## src/rtl/float_argmax_seq.sv

```systemverilog
// Scans a vector of IEEE-754 words from a shared memory, one read per element,
// and keeps the running maximum, its index, and NaN/found status.
module float_argmax_seq #(
    parameter int DATA_W = 32,
    parameter int EXP_W  = 8,
    parameter int ADDR_W = 10
) (
    input  logic              clk,
    input  logic              rst,
    input  logic              run,
    input  logic [ADDR_W-1:0] base,
    input  logic [ADDR_W-1:0] len,
    output logic              mem_req,
    output logic [ADDR_W-1:0] mem_addr,
    input  logic [DATA_W-1:0] mem_rdata,
    input  logic              mem_rvalid,
    output logic              busy,
    output logic              done,
    output logic [DATA_W-1:0] max_val,
    output logic [ADDR_W-1:0] max_idx,
    output logic              found,
    output logic              nan_seen
);

    localparam int MANT_W = DATA_W - 1 - EXP_W;

    localparam logic [1:0] S_IDLE = 2'd0;
    localparam logic [1:0] S_REQ  = 2'd1;
    localparam logic [1:0] S_WAIT = 2'd2;
    localparam logic [1:0] S_FIN  = 2'd3;

    logic [1:0]        r_state;
    logic [ADDR_W-1:0] r_base;
    logic [ADDR_W-1:0] r_len;
    logic [ADDR_W-1:0] r_cnt;
    logic [DATA_W-1:0] r_max_val;
    logic [ADDR_W-1:0] r_max_idx;
    logic              r_found;
    logic              r_nan_seen;

    logic              w_data_nan;
    logic              w_data_gt;
    logic              w_last;

    function automatic logic is_nan(input logic [DATA_W-1:0] v);
        return (&v[DATA_W-2 -: EXP_W]) && (|v[MANT_W-1:0]);
    endfunction

    // Sign-magnitude ordering: negatives compare with reversed magnitude, so +0 > -0.
    function automatic logic float_gt(input logic [DATA_W-1:0] a, input logic [DATA_W-1:0] b);
        logic res;
        if (is_nan(a) || is_nan(b))
            res = 1'b0;
        else if (a[DATA_W-1] && b[DATA_W-1])
            res = a[DATA_W-2:0] < b[DATA_W-2:0];
        else if (a[DATA_W-1] == b[DATA_W-1])
            res = a[DATA_W-2:0] > b[DATA_W-2:0];
        else
            res = ~a[DATA_W-1];
        return res;
    endfunction

    assign w_data_nan = is_nan(mem_rdata);
    assign w_data_gt  = float_gt(mem_rdata, r_max_val);
    assign w_last     = (r_cnt == r_len - ADDR_W'(1));

    always_ff @(posedge clk) begin
        if (rst) begin
            r_state    <= S_IDLE;
            r_base     <= '0;
            r_len      <= '0;
            r_cnt      <= '0;
            r_max_val  <= '0;
            r_max_idx  <= '0;
            r_found    <= 1'b0;
            r_nan_seen <= 1'b0;
        end else begin
            case (r_state)
                S_IDLE: begin
                    if (run) begin
                        r_base     <= base;
                        r_len      <= len;
                        r_cnt      <= '0;
                        r_max_val  <= '0;
                        r_max_idx  <= '0;
                        r_found    <= 1'b0;
                        r_nan_seen <= 1'b0;
                        r_state    <= (len == '0) ? S_FIN : S_REQ;
                    end
                end
                S_REQ: begin
                    r_state <= S_WAIT;
                end
                S_WAIT: begin
                    if (mem_rvalid) begin
                        // Ties are not strictly greater, so the earlier index survives.
                        if (w_data_nan) begin
                            r_nan_seen <= 1'b1;
                        end else if (!r_found || w_data_gt) begin
                            r_max_val <= mem_rdata;
                            r_max_idx <= r_cnt;
                            r_found   <= 1'b1;
                        end
                        if (w_last) begin
                            r_state <= S_FIN;
                        end else begin
                            r_cnt   <= r_cnt + ADDR_W'(1);
                            r_state <= S_REQ;
                        end
                    end
                end
                default: begin
                    r_state <= S_IDLE;
                end
            endcase
        end
    end

    assign mem_req  = (r_state == S_REQ);
    assign mem_addr = r_base + r_cnt;
    assign busy     = (r_state == S_REQ) || (r_state == S_WAIT);
    assign done     = (r_state == S_FIN);
    assign max_val  = r_max_val;
    assign max_idx  = r_max_idx;
    assign found    = r_found;
    assign nan_seen = r_nan_seen;

endmodule

```

## config.mk

```make
export PLATFORM = sky130hd
export DESIGN_NAME = float_argmax_seq
export DESIGN_NICKNAME = d
export VERILOG_FILES = /design/src/rtl/float_argmax_seq.sv
export SDC_FILE = /design/constraint.sdc
export NUM_CORES = 1
export LEC_CHECK = 0
export ABC_AREA = 1
export ABC_CLOCK_PERIOD_IN_PS = 2600
export CORE_ASPECT_RATIO = 0.5
export CORE_UTILIZATION = 50
export CTS_BUF_LIST = sky130_fd_sc_hd__clkbuf_8 sky130_fd_sc_hd__clkbuf_16
export CTS_CLUSTER_DIAMETER = 60
export DETAILED_ROUTE_END_ITERATION = 12
export GPL_TIMING_DRIVEN = 0
export PLACE_DENSITY = 0.79
export SYNTH_ARGS = -nofsm -noshare
export SYNTH_HDL_FRONTEND = slang
export SYNTH_SLANG_ARGS = --single-unit
```

## constraint.sdc

```tcl
create_clock -name clk -period 2.6 [get_ports clk]
set_input_delay 0.52 -clock clk [delete_from_list [all_inputs] [get_ports clk]]
set_output_delay 0.52 -clock clk [all_outputs]
set_load 0.05 [all_outputs]
```

; ---- Word-level counts from Yosys, hierarchy flattened
; Index checks and enable logic that the tools add are counted.
[totals]
ff_bits = 76
wordCells = 73
[op_classes]
addsub = 3
order_cmp = 2
eq_ne = 11
mux = 29
n_bitwise = 1
n_reduce_logical = 19
[ops]
columns = operator, count
row1 = 32-bit 2-to-1 mux, 4
row2 = 32-bit one-hot mux with 2 select lines, 1
row3 = 10-bit 2-to-1 mux, 6
row4 = 23-bit OR reduction, 2
row5 = 10-bit one-hot mux with 2 select lines, 2
row6 = 31-bit greater-than comparator, 1
row7 = 31-bit < comparator, 1
row8 = 8-bit AND reduction, 2
row9 = 2-bit inequality test (second input constant), 6
row10 = 10-bit by 1-bit adder with 10-bit output (second input constant), 1
row11 = 10-bit adder, 1
row12 = 10-bit == test, 1
row13 = 10-bit zero test, 1
row14 = 10-bit by 1-bit subtractor with 10-bit output (second input constant), 1
row15 = 1-bit 2-to-1 mux, 9
row16 = 2-bit 2-to-1 mux, 4
row17 = 4-bit AND reduction, 2
row18 = 2-bit one-hot mux with 3 select lines, 1
row19 = 5-bit AND reduction, 1
row20 = 2-bit == test (second input constant), 2
row21 = 1-bit one-hot mux with 2 select lines, 2
row22 = 2-bit AND reduction, 2
row23 = 1-bit logical AND, 3
row24 = 1-bit logical OR, 3
row25 = 6 further kinds, 6

; ---- Logic depth before layout (Yosys ltp)
; Gate-level depths: netlist of the first run.
[depth]
word_depth = 9
depth_mapped = 19
ltp_nobuf = 18

; ---- Least setup slack after synthesis of the first run
; No wires, ideal clock.
[synth_path]
path_type = flip-flop to output port
start = reg r_cnt[0]
end = out mem_addr[8]
t_arrival_ns = 2.582
required_time_ns = 2.080
path_slack_ns = -0.502
stages_incl_launch_ff = 10
cell_sequence = dfxtp_1 ha_1 inv_1 fa_1 o21ai_0 a21o_1 a21oi_1 o21bai_1 a21oi_1 xnor2_1
[synth_between]
elab_chain_cells = 1
[synth_lines]
columns = item, line
row1 = from (decl), 35  ; logic [ADDR_W-1:0] r_cnt;
row2 = from (signal assigned), 107  ; r_cnt <= r_cnt + ADDR_W'(1);
row3 = 10-bit adder, 120  ; assign mem_addr = r_base + r_cnt;
row4 = to (decl), 14  ; output logic [ADDR_W-1:0] mem_addr,
; No other way between the ends.

; ---- Worst setup path after layout of the first run
; Ends and elaborated chain as after synthesis.

==> qor.yml, run 1 <==
critPathRequiredTime_ns: 2.08
grt_start_max_net_pins: 13
clk_pin_slew_ns: 0.06
seqCellArea_sq_mm: 0.001540
wire_per_inst_um: 14.98
synth_nets: 800
ys_warn_count: 0
min_delay_path_depth: 2
worstHoldPathType: "flop to flop"
startpoint_type: "flop"
rr_worst_depth: 16
coreArea_sq_mm: 0.009697
numCtsBuffers: 9
cts_root_buf: "clkbuf_16"
fp.dieW_um: 145.1
ioPinCount: 113
placed_cells: 942
antenna_found_initial: 0
yosysTopAreaCell: "dfxtp_1"
finClkSkew_ns: 0.004500
grt_pass1_vias: 4937
period_minus_slack_ns: 2.772
layout_commonest_cell: "clkdlybuf4s50_1"
track_usage_pct: 27.22
tightest_slew_ns: 0.5525
path_class: "flop to output port"
gr-total-overflow: 0
io_buffers: 111
yosys-top-cells-area: "dfxtp_1 30%, ha_1 11%, a21oi_1 7.5%"
rsz0062_at_grt: "yes"
wl_met1_um: 6592
violations: "setup timing"
die_area_sq_mm: 0.01067
setup_violations: 3
ys_seq_elements: 76
cts_tree: "built"
multiInputGateArea_sq_mm: 0.003261
ys_seq_area_share_pct: 29.72
grt_pass1_wl_um: 23400
clk_path_buf_depth: 2
synth_edf_count: 0
synth_top_area_share_pct: 29.72
antenna_cells: 0
final_cells: 966
syn-instance-count: 696
drc_errors: 0
synthFlopType: "dfxtp_1"
dpl_cell_area_sq_mm: 0.006415
htree_levels: 3
cts_hold_buf: 0
async_flop_share_pct: 0
drt-initial-drc-count: 303
period_share_pct: 106.6
whs_ns: 0.4787
area.growth.synth_to_final_pct: 37.10
power.leakage_nw: 2.889
place_congestion: 0.8661
rows: 25
firstDrtPassIters: 4
fin_ws_ns: -0.1722
cts_sinks: 76
vias_per_cell: 5.496
end_kind: "output port"
utilization_pct: 72.39
syn_avg_cell_area_sq_um: 7.356
power_density_mw_per_mm2: 627.7
ant_nets: 0
timing.final.max_slew_violations: 0
mostFrequentLayoutCells: "85 x clkdlybuf4s50_1, 80 x nand2_1, 75 x inv_1"
max-cap-violations: 0
wl_um: 14470
fin_area_sq_mm: 0.007019
fin_nets: 931
topRoutingLayerUsed: "met4"
maxSlewHeadroom_pct: 63.16
wl_met3_um: 804
path_max_fanout: 2
max_freq_mhz: 360.7
finalHoldViolations: 0
ir_drop_mv: 0.4148
synth_cell_types: 47
filler_cell_count: 782
place_ws_ns: -0.9670
drive_gt1_share_pct: 14.56
critPathArrivalTime_ns: 2.25
outcome: "complete, but fails checks"
start_util_pct: 52.80
die_h_um: 73.56
clock_latency_ns: 0.34
hpwl_um: 10480
synth_area_sq_mm: 0.005120
wl_met2_um: 6869
route.vias.total: 5309
## flip-flops by register name, indices dropped and copies added, names as in the netlist
register,flops
r_state,2
nan_seen,1
found,1
max_val,32
r_base,10
r_len,10
max_idx,10
r_cnt,10
## synth_stat cells (all sizes together), types with 4 or more instances
library cell  count
dfxtp            76
nor4              4
inv              79
nor3             11
xor2             21
nand3            62
a21oi            79
xnor2            11
ha               47
nand4            57
o21ai            24
nand2            91
nor2             79
buf              23
clkbuf           16
## worst paths after layout
check | from | to | slack, ns
setup / recovery | r_cnt[0] | mem_addr[8] | -0.17
setup reg to reg | max_val[30] | max_val[21] | 0.25
hold reg to reg | max_idx[4] | max_idx[4] | 0.48
hold / removal | max_idx[4] | max_idx[4] | 0.48
## worst max-delay path: stages (launching register included)
cell	delay, ns
dfxtp_4	0.37
ha_4	0.13
inv_2	0.04
fa_2	0.34
o21ai_2	0.19
a21o_1	0.16
a21oi_2	0.06
o21bai_1	0.17
a21oi_2	0.09
xnor2_2	0.17
buf_6	0.18
## through the flow
stage                     TNS, ns  total power, mW
final                     -0.2197            4.406
after global routing      -0.4872            4.631
after CTS                 -0.2345            4.354
after detailed placement   -13.12            3.172
after global placement     -12.03            3.149
after floorplan           -0.2852            2.653
## cells by family after synthesis
group	Yosys count	synth area share (%)
adder cells (fa/ha/maj)	48	11.88
flip-flops	76	29.72
XOR/XNOR	32	5.474
buffers and inverters	118	11.10
AND/OR/NAND/NOR	309	29.84
AO/OA/AOI/OAI	113	12.00
## final cells by class
class	count	area share [%]
Buffer	39	3.886
Timing Repair Buffer	120	17.22
Clock inverter	5	0.4278
Inverter	79	4.260
Tap cell	135	2.406
Multi-Input combinational cell	502	46.45
Sequential cell	76	21.94
Clock buffer	10	3.405
## where the power goes
part | switching, mW | internal (mW)
sequential | 0.0973 | 1.26
clock | 0.487 | 0.661
combinational | 1.22 | 0.676
total | 1.80 | 2.60
## routing by layer
layer / GRT usage [%] / vias up
met2: 48.18 / 162
li1: - / 2622
met3: 5.342 / 24
met4: 6.901 / 0
met1: 34.57 / 2501
met5: 0 / -
## timing repair
action,4_1_cts,5_1_grt
pin swaps,7,34
setup buffers,4,5
setup endpoints to repair,9,48
gates resized for setup,58,49
(Power assumes the default switching activity.)
==> inputs of run 2 (changes only) <==
--- a/config.mk
+++ b/config.mk
@@ -7,6 +7,7 @@
 export LEC_CHECK = 0
 export ABC_AREA = 1
 export ABC_CLOCK_PERIOD_IN_PS = 2600
+export CAP_MARGIN = 20
 export CORE_ASPECT_RATIO = 0.5
 export CORE_UTILIZATION = 50
 export CTS_BUF_LIST = sky130_fd_sc_hd__clkbuf_8 sky130_fd_sc_hd__clkbuf_16
==> results of run 2 <==
The final DEF is identical to that of run 1; final timing and power are the same.
